[src/rtl/door_lock_pkg.sv]
// door_lock_pkg
//   Shared types and constants for the push-button door lock.
//   - state_t         : controller states (S_LOCKED only reachable when
//                       DOOR_LOCK_LOCKOUT_EN is defined)
//   - DIGITS, DIG_W   : number of buttons and width of a digit index
//   - DIGIT_INVALID   : code for a zero-hot or multi-hot button value
//   - onehot_to_digit : button vector -> digit index or DIGIT_INVALID
package door_lock_pkg;

  localparam int DIGITS = 10;
  localparam int DIG_W  = 4;
  localparam logic [DIG_W-1:0] DIGIT_INVALID = 4'hF;

  typedef enum logic [2:0] {
    S_IDLE,
    S_DIG1,
    S_DIG2,
    S_DIG3,
    S_WAIT_DONE,
    S_PASS,
    S_FAIL,
    S_LOCKED
  } state_t;

  function automatic logic [DIG_W-1:0] onehot_to_digit(input logic [DIGITS-1:0] v);
    logic [DIG_W-1:0] d;
    int unsigned      hits;
    d    = DIGIT_INVALID;
    hits = 0;
    for (int unsigned i = 0; i < DIGITS; i++) begin
      if (v[i]) begin
        hits++;
        d = DIG_W'(i);
      end
    end
    if (hits != 1) d = DIGIT_INVALID;
    return d;
  endfunction

endpackage

[src/rtl/door_lock_button_encoder.sv]
// button_encoder
//   Registers the raw button vector once and flags a press on the first
//   cycle any button is high after all buttons were released.
//   Ports:
//     clk    in   system clock
//     rst    in   asynchronous active-low reset
//     button in   [DIGITS-1:0] one bit per digit, active-high
//     press  out  one-cycle pulse per release-to-press transition
//     digit  out  [DIG_W-1:0] digit index, DIGIT_INVALID unless one-hot;
//                 valid while press is high
module button_encoder
  import door_lock_pkg::*;
(
  input  logic              clk,
  input  logic              rst,
  input  logic [DIGITS-1:0] button,
  output logic              press,
  output logic [DIG_W-1:0]  digit
);

  logic [DIGITS-1:0] button_q;

  always_ff @(posedge clk or negedge rst) begin
    if (!rst) button_q <= '0;
    else      button_q <= button;
  end

  // Held buttons keep button_q nonzero, so a long press yields one pulse.
  assign press = (|button) && !(|button_q);
  assign digit = onehot_to_digit(button);

endmodule

[src/rtl/door_lock_top.sv]
// door_lock_top
//   Three-digit door lock controller. A session opened by start captures
//   three presses; digits 1 and 3 are compared with ANS1/ANS2 when done is
//   seen, and the pass or fail LED is lit for LED_ON_PERIOD cycles.
//   Optional feature macro: DOOR_LOCK_LOCKOUT_EN -- third consecutive
//   failure enters S_LOCKED (led=2'b11 for 4*LED_ON_PERIOD cycles).
//   Ports:
//     clk    in   system clock
//     rst    in   asynchronous active-low reset
//     start  in   level, opens a session in IDLE
//     done   in   level, requests evaluation
//     button in   [9:0] push buttons, one per digit
//     led    out  [1:0] led[0]=pass, led[1]=fail (registered)
module door_lock_top
  import door_lock_pkg::*;
#(
  parameter int ANS1          = 8,
  parameter int ANS2          = 0,
  parameter int LED_ON_PERIOD = 300
) (
  input  logic              clk,
  input  logic              rst,
  input  logic              start,
  input  logic              done,
  input  logic [DIGITS-1:0] button,
  output logic [1:0]        led
);

  // The counter also times the lockout window when that feature is built in.
`ifdef DOOR_LOCK_LOCKOUT_EN
  localparam int CNT_SPAN = 4 * LED_ON_PERIOD;
`else
  localparam int CNT_SPAN = LED_ON_PERIOD;
`endif
  localparam int CNT_W = $clog2(CNT_SPAN + 1);
  localparam logic [CNT_W-1:0] LED_LOAD = CNT_W'(LED_ON_PERIOD - 1);

  logic             press;
  logic [DIG_W-1:0] digit;

  state_t           state_q, state_d;
  logic [CNT_W-1:0] cnt_q, cnt_d;
  logic [DIG_W-1:0] dig1_q, dig1_d, dig3_q, dig3_d;
  logic             err_q, err_d;
  logic [1:0]       led_d;
  logic             to_pass, to_fail;

`ifdef DOOR_LOCK_LOCKOUT_EN
  localparam logic [CNT_W-1:0] LOCK_LOAD = CNT_W'(4 * LED_ON_PERIOD - 1);
  logic [1:0] fail_q, fail_d;
`endif

  button_encoder u_enc (
    .clk    (clk),
    .rst    (rst),
    .button (button),
    .press  (press),
    .digit  (digit)
  );

  always_ff @(posedge clk or negedge rst) begin
    if (!rst) begin
      state_q <= S_IDLE;
      cnt_q   <= '0;
      dig1_q  <= '0;
      dig3_q  <= '0;
      err_q   <= 1'b0;
      led     <= 2'b00;
`ifdef DOOR_LOCK_LOCKOUT_EN
      fail_q  <= '0;
`endif
    end else begin
      state_q <= state_d;
      cnt_q   <= cnt_d;
      dig1_q  <= dig1_d;
      dig3_q  <= dig3_d;
      err_q   <= err_d;
      led     <= led_d;
`ifdef DOOR_LOCK_LOCKOUT_EN
      fail_q  <= fail_d;
`endif
    end
  end

  always_comb begin
    state_d = state_q;
    cnt_d   = cnt_q;
    dig1_d  = dig1_q;
    dig3_d  = dig3_q;
    err_d   = err_q;
    to_pass = 1'b0;
    to_fail = 1'b0;
    unique case (state_q)
      S_IDLE: begin
        if (start) begin
          state_d = S_DIG1;
          dig1_d  = '0;
          dig3_d  = '0;
          err_d   = 1'b0;
        end
      end
      // done takes priority over a simultaneous press: too few digits.
      S_DIG1: begin
        if (done) to_fail = 1'b1;
        else if (press) begin
          dig1_d  = digit;
          state_d = S_DIG2;
        end
      end
      S_DIG2: begin
        if (done)       to_fail = 1'b1;
        else if (press) state_d = S_DIG3;
      end
      S_DIG3: begin
        if (done) to_fail = 1'b1;
        else if (press) begin
          dig3_d  = digit;
          state_d = S_WAIT_DONE;
        end
      end
      S_WAIT_DONE: begin
        if (done) begin
          if (dig1_q == DIG_W'(ANS1) && dig3_q == DIG_W'(ANS2) && !err_q)
            to_pass = 1'b1;
          else
            to_fail = 1'b1;
        end else if (press) begin
          err_d = 1'b1;
        end
      end
      S_PASS, S_FAIL, S_LOCKED: begin
        if (cnt_q == '0) state_d = S_IDLE;
        else             cnt_d   = cnt_q - CNT_W'(1);
      end
      default: state_d = S_IDLE;
    endcase

    if (to_pass) begin
      state_d = S_PASS;
      cnt_d   = LED_LOAD;
    end
    if (to_fail) begin
      state_d = S_FAIL;
      cnt_d   = LED_LOAD;
    end

`ifdef DOOR_LOCK_LOCKOUT_EN
    fail_d = fail_q;
    if (to_pass) fail_d = '0;
    if (to_fail) begin
      if (fail_q == 2'd2) begin
        state_d = S_LOCKED;
        cnt_d   = LOCK_LOAD;
        fail_d  = '0;
      end else begin
        fail_d = fail_q + 2'd1;
      end
    end
`endif
  end

  always_comb begin
    led_d = 2'b00;
    unique case (state_q)
      S_PASS:   led_d = 2'b01;
      S_FAIL:   led_d = 2'b10;
      S_LOCKED: led_d = 2'b11;
      default:  led_d = 2'b00;
    endcase
  end

endmodule

[config.mk]
export PLATFORM = sky130hd
export DESIGN_NAME = door_lock_top
export DESIGN_NICKNAME = d
export VERILOG_FILES = /design/src/rtl/door_lock_pkg.sv /design/src/rtl/door_lock_button_encoder.sv /design/src/rtl/door_lock_top.sv
export SDC_FILE = /design/constraint.sdc
export NUM_CORES = 1
export LEC_CHECK = 0
export ABC_AREA = 1
export CORE_ASPECT_RATIO = 0.5
export CORE_MARGIN = 2
export CORE_UTILIZATION = 50
export DETAILED_ROUTE_END_ITERATION = 16
export HOLD_SLACK_MARGIN = 0.06
export PLACE_DENSITY_LB_ADDON = 0.3
export SKIP_CTS_REPAIR_TIMING = 1
export SYNTH_ARGS = -nofsm -noshare
export SYNTH_HDL_FRONTEND = slang
export SYNTH_SLANG_ARGS = --single-unit
[constraint.sdc]
create_clock -name clk -period 2.65 [get_ports clk]
set_clock_uncertainty 0.1 [all_clocks]
set_input_delay 0.53 -clock clk [delete_from_list [all_inputs] [get_ports clk]]
set_output_delay 0.53 -clock clk [all_outputs]
set_load 0.03 [all_outputs]
==> results of run 1 <==
-- worst reg2reg max path, delay by kind of cell, from the launching register on --
| family | cells | cell delay [ns] |
|---|---|---|
| adder cells (fa/ha/maj) | 1 | 0.18 |
| flip-flops | 1 | 0.37 |
| AO/OA/AOI/OAI | 1 | 0.18 |
| buffers and inverters | 2 | 0.27 |
| AND/OR/NAND/NOR | 8 | 1.16 |
-- final cells by class --
type | instances | area (um^2)
sequential | 33 | 826
timing repair buffer | 75 | 603
clock buffer | 7 | 96.3
inverter | 64 | 253
tap | 70 | 87.6
clock inverter | 1 | 5.00
multi-input combinational | 267 | 1670
fill | 349 | 1350
-- state kept, by name (all words and copies together) (netlist names) --
register	count
dig1_q	4
err_q	1
u_enc.button_q	10
dig3_q	4
state_q	3
cnt_q	9
led	2
-- kinds of logic after synthesis --
group	after synthesis
buffers and inverters	66
DFF	33
and+or+nand+nor	228
AOI/OAI and AO/OA	27
xor gates and xnor gates	1
adders and majority gates	11
-- routing by layer --
metal / vias up / global-route usage (%)
met5: - / 0
met4: 0 / 6.76
met3: 10 / 4.64
met2: 58 / 43.2
met1: 1276 / 25.6
li1: 1327 / -
-- synthesized netlist by cell type --
cell type  count  area share [%]
nand2_1      109              16
inv_1         61             9.1
dfrtp_1       33              33
nor2_1        29             4.3
nand3_1       26             5.2
nand2_2       21             5.2
nand3_2       13             5.2
ha_1          11             5.4
o21ai_0        9             1.8
nor3_1         8             1.6
a21oi_1        7             1.4
nor4_1         6             1.5
nand4_1        5             1.2
inv_2          3            0.45
nor2_2         3            0.74
o211ai_1       3            0.89
o22ai_1        3            0.74
a21o_2         1            0.35
a2bb2oi_1      1            0.35
buf_4          1            0.30
clkbuf_1       1            0.15
nand2_4        1            0.45
nand3_4        1            0.69
nand3b_1       1            0.30
nand3b_2       1            0.45
nand4_4        1            0.84
nor2_8         1            0.79
o22a_1         1            0.35
o31ai_1        1            0.30
o41ai_1        1            0.35
or2_1          1            0.25
or2_2          1            0.25
xnor2_1        1            0.35
-- final timing paths --
path / end / startpoint / slack [ns] / cells past startpoint
worst max-delay path: dig3_q[1]$_DFFE_PN0P_ / button[1] / -2.14 / 38
worst min-delay path: u_enc.button_q[1]$_DFF_PN0_ / button[1] / 0.38 / 2
worst max register to register: state_q[1]$_DFFE_PN0P_ / cnt_q[0]$_DFFE_PN0P_ / 0.28 / 12
worst min register to register: dig1_q[1]$_DFFE_PN0P_ / dig1_q[1]$_DFFE_PN0P_ / 0.39 / 2
max in group asynchronous: dig1_q[2]$_DFFE_PN0P_ / rst / 1.64 / 2
min in group asynchronous: err_q$_DFFE_PN0P_ / rst / 0.53 / 2
-- where the power goes --
group | leakage, nW | switching (mW) | internal, mW
registers | 0.406 | 0.0893 | 0.624
clock network | 0.0542 | 0.184 | 0.234
logic | 1.36 | 0.738 | 0.533
total | 1.82 | 1.01 | 1.39
-- cell usage in the layout, fill, tap and decap left out, types with 4 or more instances in the layout --
cell type | synthesis | final
nand2_1 | 109 | 90
buf_4 | 1 | 59
inv_1 | 61 | 55
nand2_2 | 21 | 33
dfrtp_1 | 33 | 33
nor2_1 | 29 | 27
nand3_1 | 26 | 26
clkdlybuf4s50_1 | 0 | 12
nand3_2 | 13 | 10
o21ai_0 | 9 | 9
inv_2 | 3 | 8
nand2_4 | 1 | 8
ha_4 | 0 | 8
nor3_1 | 8 | 7
a21oi_1 | 7 | 7
clkbuf_8 | 0 | 7
nor4_1 | 6 | 6
nor2_2 | 3 | 5
nand4_1 | 5 | 5
nand3_4 | 1 | 4
-- per-stage QoR --
step,hold slack (ns),TNS (ns)
2_1_floorplan,0.134,-16.97
3_5_place_dp,0.373,-24.81
6_report,0.376,-17.00
4_1_cts,0.392,-22.21
5_1_grt,0.378,-18.70
3_3_place_gp,0.366,-22.96
==> summary.md, run 1 <==
| Metric | Value |
|---|---|
| DR vias/cell | `a little over 5` |
| Maxcap violations | `0` |
| Non-Filler Instances | `slightly above 500` |
| Static Leak | `between 1.5 and 2 nW` |
| Post-Synth XOR/XNOR Area | `0.347%` |
| GPL Wtd Cong | `0.911` |
| Cells after synthesis | `around 370` |
| Post-DP HPWL | `a little under 5000 um` |
| Share of cells above drive strength 1 | `roughly a third` |
| Die Span Y | `54.3 um` |
| I/O pins | `16` |
| Maximum clock rate | `roughly 210 MHz` |
| Crit path largest cell delay | `about 0.26 ns` |
| CTS buffer count | `5` |
| Failing checks | `setup timing` |
| Place WS | `-3.10 ns` |
| Final core occ | `between 70 and 80%` |
| DRT iter0 DRCs | `67` |
| Nets@finish | `~470` |
| Die Wd | `between 100 and 150 um` |
| Antenna Violating Nets Remaining | `0` |
| Status | `finished with violations` |
| Simple-gate share of the synthesized area | `45.1%` |
| WL met3 | `~240 um` |
| Detailed-route wire length | `roughly 6800 um` |
| Root Driver | `clkbuf_8` |
| Vias in the first global route | `around 2400` |
| Initial Utilization | `51.7%` |
| Crit-path leading delay family | `simple AND/OR/NAND/NOR gates` |
| IO buf count | `15` |
| Worst skew pair latency | `approximately 0.29 ns` |
| Slew @ Worst Pin | `~0.54 ns` |
| # rows | `18` |
| Max VDD drop | `0.000447 V` |
| Htree depth | `2` |
| RSZ-0062 raised after global routing | `true` |
| Buf/Inv on CP | `8` |
| Max Used Layer | `met4` |
| Initial antenna violation count | `0` |
| Final instance area | `between 3000 and 4000 um^2` |
| Largest net degree at the start of global routing | `34` |
| CTS tree | `yes` |
| Dpl cell area | `~3200 um^2` |
| Pwr Total | `approximately 2.4 mW` |
| Final Max Tran Viols | `0` |
| 1st-pass router iterations | `4` |
| Max clock buf depth | `2` |
| P&R area growth vs syn | `40.1%` |
| Grt total ovfl | `0` |
| Tcrit/Tclk final | `181%` |
| Most used cell, CP | `nand2_2` |
| Worst slew margin | `63.6%` |
| Count of different cell masters after synthesis | `33` |
| Via count | `2671` |
| Final setup violation count | `8` |
| WP data required | `between 2 and 3 ns` |
| Final Hold Fails | `0` |
| CP Data Arrival Time | `4.88 ns` |
| CTS clk-pin slew, worst paths | `around 0.070 ns` |
| DRC viols | `0` |
| Peak fanout along the critical path | `4` |
| DR WL/cell | `about 13 um` |
| Wl on met1 | `2850 um` |
| Mapped Avg Cell Area | `6.90 um^2` |
| CP Capture Type | `flop` |
| Setup CP Type | `in -> reg` |
| Syn nets | `approximately 400` |
| Post-synthesis mux area share | `0%` |
| Startpoint types | `input port` |
| Fin crit period | `about 4.8 ns` |
| Die Area | `about 5700 um^2` |
| Clock Sinks | `33` |
| Synthesized-area fraction occupied by adder cells | `between 5 and 6%` |
| Combinational family with the most area after synthesis | `simple AND/OR/NAND/NOR gates` |
| Path category of the worst min-delay check | `in -> reg` |
| YS warnings | `0` |
| Cell Area, Synth | `between 2000 and 3000 um^2` |
| Yosys reg bits | `33` |
| Core area | `4890 um^2` |
| Ant diodes | `0` |
| Power per cell area | `roughly 680 nW/um^2` |
| Final worst slack | `-2.14 ns` |
| Slowest CP cell | `ha_4` |
| First-pass GRT wire length | `about 10000 um` |
| Met2 Routed Length | `between 3000 and 4000 um` |
| Total track usage | `about 22%` |
| Seq/Total Area, Yosys | `between 30% and 40%` |
| # placed instances | `504` |
| Synth Area in Compound Gates | `6.49%` |
Power figures use the tool's default switching activity.
==> run 2, diff against run 1 <==
--- a/config.mk
+++ b/config.mk
@@ -6,6 +6,7 @@
 export NUM_CORES = 1
 export LEC_CHECK = 0
 export ABC_AREA = 1
+export CAP_MARGIN = 20
 export CORE_ASPECT_RATIO = 0.5
 export CORE_MARGIN = 2
 export CORE_UTILIZATION = 50
@@ -13,6 +14,7 @@
 export HOLD_SLACK_MARGIN = 0.06
 export PLACE_DENSITY_LB_ADDON = 0.3
 export SKIP_CTS_REPAIR_TIMING = 1
+export SLEW_MARGIN = 20
 export SYNTH_ARGS = -nofsm -noshare
 export SYNTH_HDL_FRONTEND = slang
 export SYNTH_SLANG_ARGS = --single-unit
==> constraint.sdc (replaced) <==
create_clock -name clk -period 2.65 [get_ports clk]
set_clock_uncertainty 0.1 [all_clocks]
set_input_delay 0.53 -clock clk [delete_from_list [all_inputs] [get_ports clk]]
set_output_delay 0.53 -clock clk [all_outputs]
set_load 0.01 [all_outputs]
==> results of run 2 <==
Same layout as run 1 (identical final DEF). Status: finished with violations: setup timing.
Among the figures that moved: total power 2.40 mW -> 2.38 mW; worst IR drop on VDD 0.000447 V -> 0.000417 V
